$ cat src/rtl/multicycle_sequencer.sv
// Multi-cycle FETCH/DECODE/EXECUTE/MEM/WB sequencer for the RV32 subset datapath.
// Gates control-unit strobes to the correct phase, counts retirements, traps on faults.
module multicycle_sequencer #(
  parameter int unsigned CNT_W   = 32,
  parameter int unsigned TIMEOUT = 15
) (
  input  logic             clk,
  input  logic             rst,
  input  logic [6:0]       opcode,
  input  logic             ctl_reg_wen,
  input  logic             ctl_mem_w,
  input  logic             imem_ack,
  input  logic             dmem_ack,
  output logic             imem_req,
  output logic             dmem_req,
  output logic             dmem_we,
  output logic             ir_we,
  output logic             rf_we,
  output logic             pc_we,
  output logic             trap,
  output logic [1:0]       trap_cause,
  output logic [2:0]       state,
  output logic [CNT_W-1:0] instr_cnt
);

  localparam logic [2:0] S_IDLE    = 3'd0;
  localparam logic [2:0] S_FETCH   = 3'd1;
  localparam logic [2:0] S_DECODE  = 3'd2;
  localparam logic [2:0] S_EXECUTE = 3'd3;
  localparam logic [2:0] S_MEM     = 3'd4;
  localparam logic [2:0] S_WB      = 3'd5;
  localparam logic [2:0] S_TRAP    = 3'd6;

  localparam logic [1:0] CAUSE_ILLEGAL = 2'b01;
  localparam logic [1:0] CAUSE_IMEM_TO = 2'b10;
  localparam logic [1:0] CAUSE_DMEM_TO = 2'b11;

  localparam logic [6:0] OP_LOAD  = 7'b0000011;
  localparam logic [6:0] OP_STORE = 7'b0100011;

  // Wait counter only needs to reach TIMEOUT-1: the cycle that hits it decides trap vs ack.
  localparam int unsigned TO_W    = (TIMEOUT > 1) ? $clog2(TIMEOUT) : 1;
  localparam int unsigned TO_LAST = (TIMEOUT > 0) ? TIMEOUT - 1 : 0;

  logic [2:0]      state_nxt;
  logic [TO_W-1:0] to_cnt;
  logic [TO_W-1:0] to_cnt_nxt;
  logic            trap_nxt;
  logic [1:0]      trap_cause_nxt;
  logic            cnt_inc;
  logic            legal_op;
  logic            mem_op;
  logic            to_hit;

  assign legal_op = opcode inside {7'b0110011, 7'b0010011, 7'b0000011, 7'b1100111,
                                   7'b0100011, 7'b1100011, 7'b0110111, 7'b1101111};
  assign mem_op   = (opcode == OP_LOAD) || (opcode == OP_STORE);
  assign to_hit   = (TIMEOUT > 0) && (to_cnt == TO_W'(TO_LAST));

  // State, wait counter, trap status and retirement counter
  always_ff @(posedge clk) begin
    if (rst) begin
      state      <= S_IDLE;
      to_cnt     <= '0;
      trap       <= 1'b0;
      trap_cause <= 2'b00;
      instr_cnt  <= '0;
    end else begin
      state      <= state_nxt;
      to_cnt     <= to_cnt_nxt;
      trap       <= trap_nxt;
      trap_cause <= trap_cause_nxt;
      if (cnt_inc) instr_cnt <= instr_cnt + CNT_W'(1);
    end
  end

  // Next-state and phase-gated strobe decode
  always_comb begin
    state_nxt      = state;
    to_cnt_nxt     = '0;
    trap_nxt       = trap;
    trap_cause_nxt = trap_cause;
    cnt_inc        = 1'b0;
    imem_req       = 1'b0;
    dmem_req       = 1'b0;
    dmem_we        = 1'b0;
    ir_we          = 1'b0;
    rf_we          = 1'b0;
    pc_we          = 1'b0;

    case (state)
      S_IDLE: state_nxt = S_FETCH;
      S_FETCH: begin
        imem_req = 1'b1;
        if (imem_ack) begin
          ir_we     = 1'b1;
          state_nxt = S_DECODE;
        end else if (to_hit) begin
          state_nxt      = S_TRAP;
          trap_nxt       = 1'b1;
          trap_cause_nxt = CAUSE_IMEM_TO;
        end else begin
          to_cnt_nxt = to_cnt + TO_W'(1);
        end
      end
      S_DECODE: begin
        if (legal_op) begin
          state_nxt = S_EXECUTE;
        end else begin
          state_nxt      = S_TRAP;
          trap_nxt       = 1'b1;
          trap_cause_nxt = CAUSE_ILLEGAL;
        end
      end
      S_EXECUTE: state_nxt = mem_op ? S_MEM : S_WB;
      S_MEM: begin
        dmem_req = 1'b1;
        dmem_we  = ctl_mem_w;
        if (dmem_ack) begin
          state_nxt = S_WB;
        end else if (to_hit) begin
          state_nxt      = S_TRAP;
          trap_nxt       = 1'b1;
          trap_cause_nxt = CAUSE_DMEM_TO;
        end else begin
          to_cnt_nxt = to_cnt + TO_W'(1);
        end
      end
      S_WB: begin
        rf_we     = ctl_reg_wen;
        pc_we     = 1'b1;
        cnt_inc   = 1'b1;
        state_nxt = S_FETCH;
      end
      S_TRAP:  state_nxt = S_TRAP;
      default: state_nxt = S_IDLE;
    endcase
  end

endmodule

$ cat config.mk
export PLATFORM = sky130hd
export DESIGN_NAME = multicycle_sequencer
export DESIGN_NICKNAME = d
export VERILOG_FILES = /design/src/rtl/multicycle_sequencer.sv
export SDC_FILE = /design/constraint.sdc
export NUM_CORES = 1
export LEC_CHECK = 0
export ABC_CLOCK_PERIOD_IN_PS = 2600
export CAP_MARGIN = 25
export CORE_ASPECT_RATIO = 0.8
export CORE_UTILIZATION = 35
export DETAILED_ROUTE_END_ITERATION = 8
export HOLD_SLACK_MARGIN = 0.15
export SLEW_MARGIN = 20
export SYNTH_ARGS = -nofsm -noshare
export SYNTH_HDL_FRONTEND = slang
export SYNTH_SLANG_ARGS = --single-unit
$ cat constraint.sdc
create_clock -name clk -period 2.6 [get_ports clk]
set_input_delay 0.65 -clock clk [delete_from_list [all_inputs] [get_ports clk]]
set_output_delay 0.65 -clock clk [all_outputs]
set_load 0.03 [all_outputs]
==> flow_summary.ini <==
[logic_synthesis]
ys_top_cells_by_count = 42 x dfxtp_1, 40 x nor2_1, 16 x xnor2_1
synthArstFlopShare = 0
synth_cells = 249
synth_area_leaders = dfxtp_1 39%, nor2_1 7.0%, xnor2_1 6.5%
yosysWarnings = 0
yosysTopAreaCell = dfxtp_1
synthesis.nets = 265
synth-seq-cells = 42
ys_types = 43
synth_area_mm2 = 0.00215
yosysMostFrequentCell = dfxtp_1
synth_edf_count = 0
syn_avg_cell_area_um2 = 8.63
synth_ff_type = dfxtp_1
yosysSeqAreaShare = 0.391
yosys.area.top_type_share = 0.391

[route]
first_pass_iters = 4
drt_iter0_drc = 81
wirelength_um = 4930
post_drt_wl_per_cell_um = 12.6
num_vias = 1930
drc = 0
routed_via_density = 4.92
final_antenna_net_count = 0

[grt]
grt_pass1_wl_um = 8150
overflow = 0
grt_max_degree = 20
antenna_found_initial = 0
grt_pass1_vias = 1773
grtUsageTotal = 0.160

[placement]
numPortBuffers = 56
gp_congestion = 0.825
placed_cells = 384
dp_hpwl_um = 3540

[clock_tree]
post_cts_buffers = 0
cts-root-buf = clkbuf_8
clk_latency_ns = 0.29
h-tree-depth = 2
cts_tree = yes
postCtsHoldBufs = 0
ctsLongestPathBuffers = 2
post_cts_resized = 0
cts_sinks = 42
cts_buffers = 5
clk_pin_slew_worst_paths_ns = 0.08

[sta]
tns_ns = 0
hold_viol_final = 0
slew_headroom = 0.724
rsz0062_at_grt = no
max_freq_mhz = 398
drv_slew = 0
hold_ws_ns = 0.464
tightest_slew_ns = 0.413
setup_violations = 0
period_share = 0.966
period_needed_ns = 2.51
final.setup_skew_ns = 0.00430

[worst_setup_path]
reg2reg_to = instr_cnt[31]$_SDFFE_PP0P_
r2r_cells = 6
r2r-start = state[1]$_SDFF_PP0_
rrSetupSlack_ns = 0.62
critPathTopFamily = buffers and inverters
critical_path_peak_fanout = 1
cp_num_buf_inv = 2
cp_common_cell = clkdlybuf4s50_1
critPathArrivalTime_ns = 1.86
slowest_delay_ns = 0.66
crit_path_end_kind = output pin
path_class = in -> out
worst_setup_path_start_kind = primary input
cp_slowest_cell = clkdlybuf4s50_1
cp_cell_sequence = clkdlybuf4s50_1 -> and2_1 -> clkdlybuf4s50_1
worstSetupStartpoint = ctl_reg_wen
critPathRequiredTime_ns = 1.95

[final_layout]
num_antenna_cells = 0
nFillCells = 571
drive_gt1_frac = 0.0900
ff_latch_area_um2 = 842
stdcell_count = 392
final_nets = 326
multiInputGateArea_mm2 = 0.00124
area_delta_synth_final_pct = 35.5

[power_and_ir_drop]
power_density_mw_per_mm2 = 434
ir_drop_mv = 0.204
p_int_w = 0.000941
p_sw_w = 0.000321
comb_power_share = 0.124
leakage_nw = 1.04
seqPwrFrac = 0.531
power_frac_clock = 0.345
switching_share = 0.254

[floorplanning]
die_x_um = 89.6
start_util = 0.363
dieArea_mm2 = 0.00646
ios = 57
die_h_um = 72.1
row_count = 25
coreArea_mm2 = 0.00591

[run]
maxCapViolCount = 0

[hold_path]
min_to = to_cnt[0]$_SDFF_PP0_
holdCritStartpoint = to_cnt[0]$_SDFF_PP0_
holdPathStages = 1
hold_class = reg -> reg

[status]
status = finished, final reports clean
-- registers in the layout, summed over array words and instances, names as in the netlist --
register and flops:
trap_cause 2, trap 1, instr_cnt 32, state 3, to_cnt 4
-- stage by stage --
step                 util  worst slack [ns]  power (W)  area, um^2
floorplan               -             0.330   0.000770        2150
global placement    0.476            0.0882   0.000842        2820
detailed placement  0.476            0.0784   0.000842        2820
CTS                 0.492            0.0803    0.00128        2910
global route        0.492          0.000519    0.00132        2910
finish              0.492            0.0889    0.00126        2910
-- worst register-to-register path, delay by kind of cell, from the launching register on --
kind,cells,cell delay [ns]
muxes,1,0.34
DFF,1,0.42
buffers and inverters,1,0.16
and+or+nand+nor,4,0.95
-- metal layers --
metal / global-route usage / wire, um / share of wire / vias up
met1: 0.227 / 2570 / 0.52 / 892
met4: 0.0511 / 47 / 0.0095 / 0
li1: - / - / - / 998
met3: 0.0375 / 163 / 0.033 / 5
met2: 0.239 / 2150 / 0.44 / 35
met5: 0 / 0 / 0 / -
-- power by group through the flow --
stage               sequential [W]  combinational (W)  clock, W
CTS                       0.000669           0.000158  0.000457
detailed placement        0.000684           0.000158         0
floorplan                 0.000693          0.0000776         0
global placement          0.000684           0.000158         0
finish                    0.000670           0.000157  0.000435
global route              0.000672           0.000170  0.000478
-- worst max-delay path by stage --
stage | endpoint | slack (ns) | depth (start not counted)
floorplan | dmem_we | 0.33 | 3
global placement | dmem_we | 0.09 | 3
CTS | dmem_we | 0.08 | 3
finish | rf_we | 0.09 | 3
global route | rf_we | 0.0005 | 3
detailed placement | dmem_we | 0.08 | 3
-- cell type report --
| cell class | count | area share |
|---|---|---|
| sequential | 42 | 0.289 |
| inverter | 5 | 0.00645 |
| clock buffer | 7 | 0.0297 |
| timing repair buffer | 64 | 0.213 |
| clock inverter | 1 | 0.00172 |
| tap | 81 | 0.0348 |
| multi-input combinational | 192 | 0.425 |
-- cell families (layout without fill, tap and decap cells) --
logic type | count (synthesis) | in the layout | synth area share
simple gates | 134 | 134 | 0.358
flops | 42 | 42 | 0.391
compound gates | 26 | 26 | 0.0775
xor+xnor | 24 | 24 | 0.0978
buf+inv | 15 | 77 | 0.0332
mux | 5 | 5 | 0.0245
fa+ha+maj | 3 | 3 | 0.0175
-- layout by cell type, fill, tap and decap left out, types with 7 or more instances in the layout --
cell | Yosys | layout
nand3_1 | 12 | 12
nand4_1 | 8 | 8
nand2_1 | 14 | 14
xor2_1 | 8 | 8
clkdlybuf4s50_1 | 0 | 54
nor2_1 | 40 | 40
buf_4 | 1 | 9
xnor2_1 | 16 | 16
a21oi_1 | 7 | 7
nor3_1 | 7 | 7
dfxtp_1 | 42 | 41
nor2b_1 | 8 | 8
nand2b_1 | 7 | 7
o21ai_0 | 7 | 7
Power figures use the tool's default switching activity.
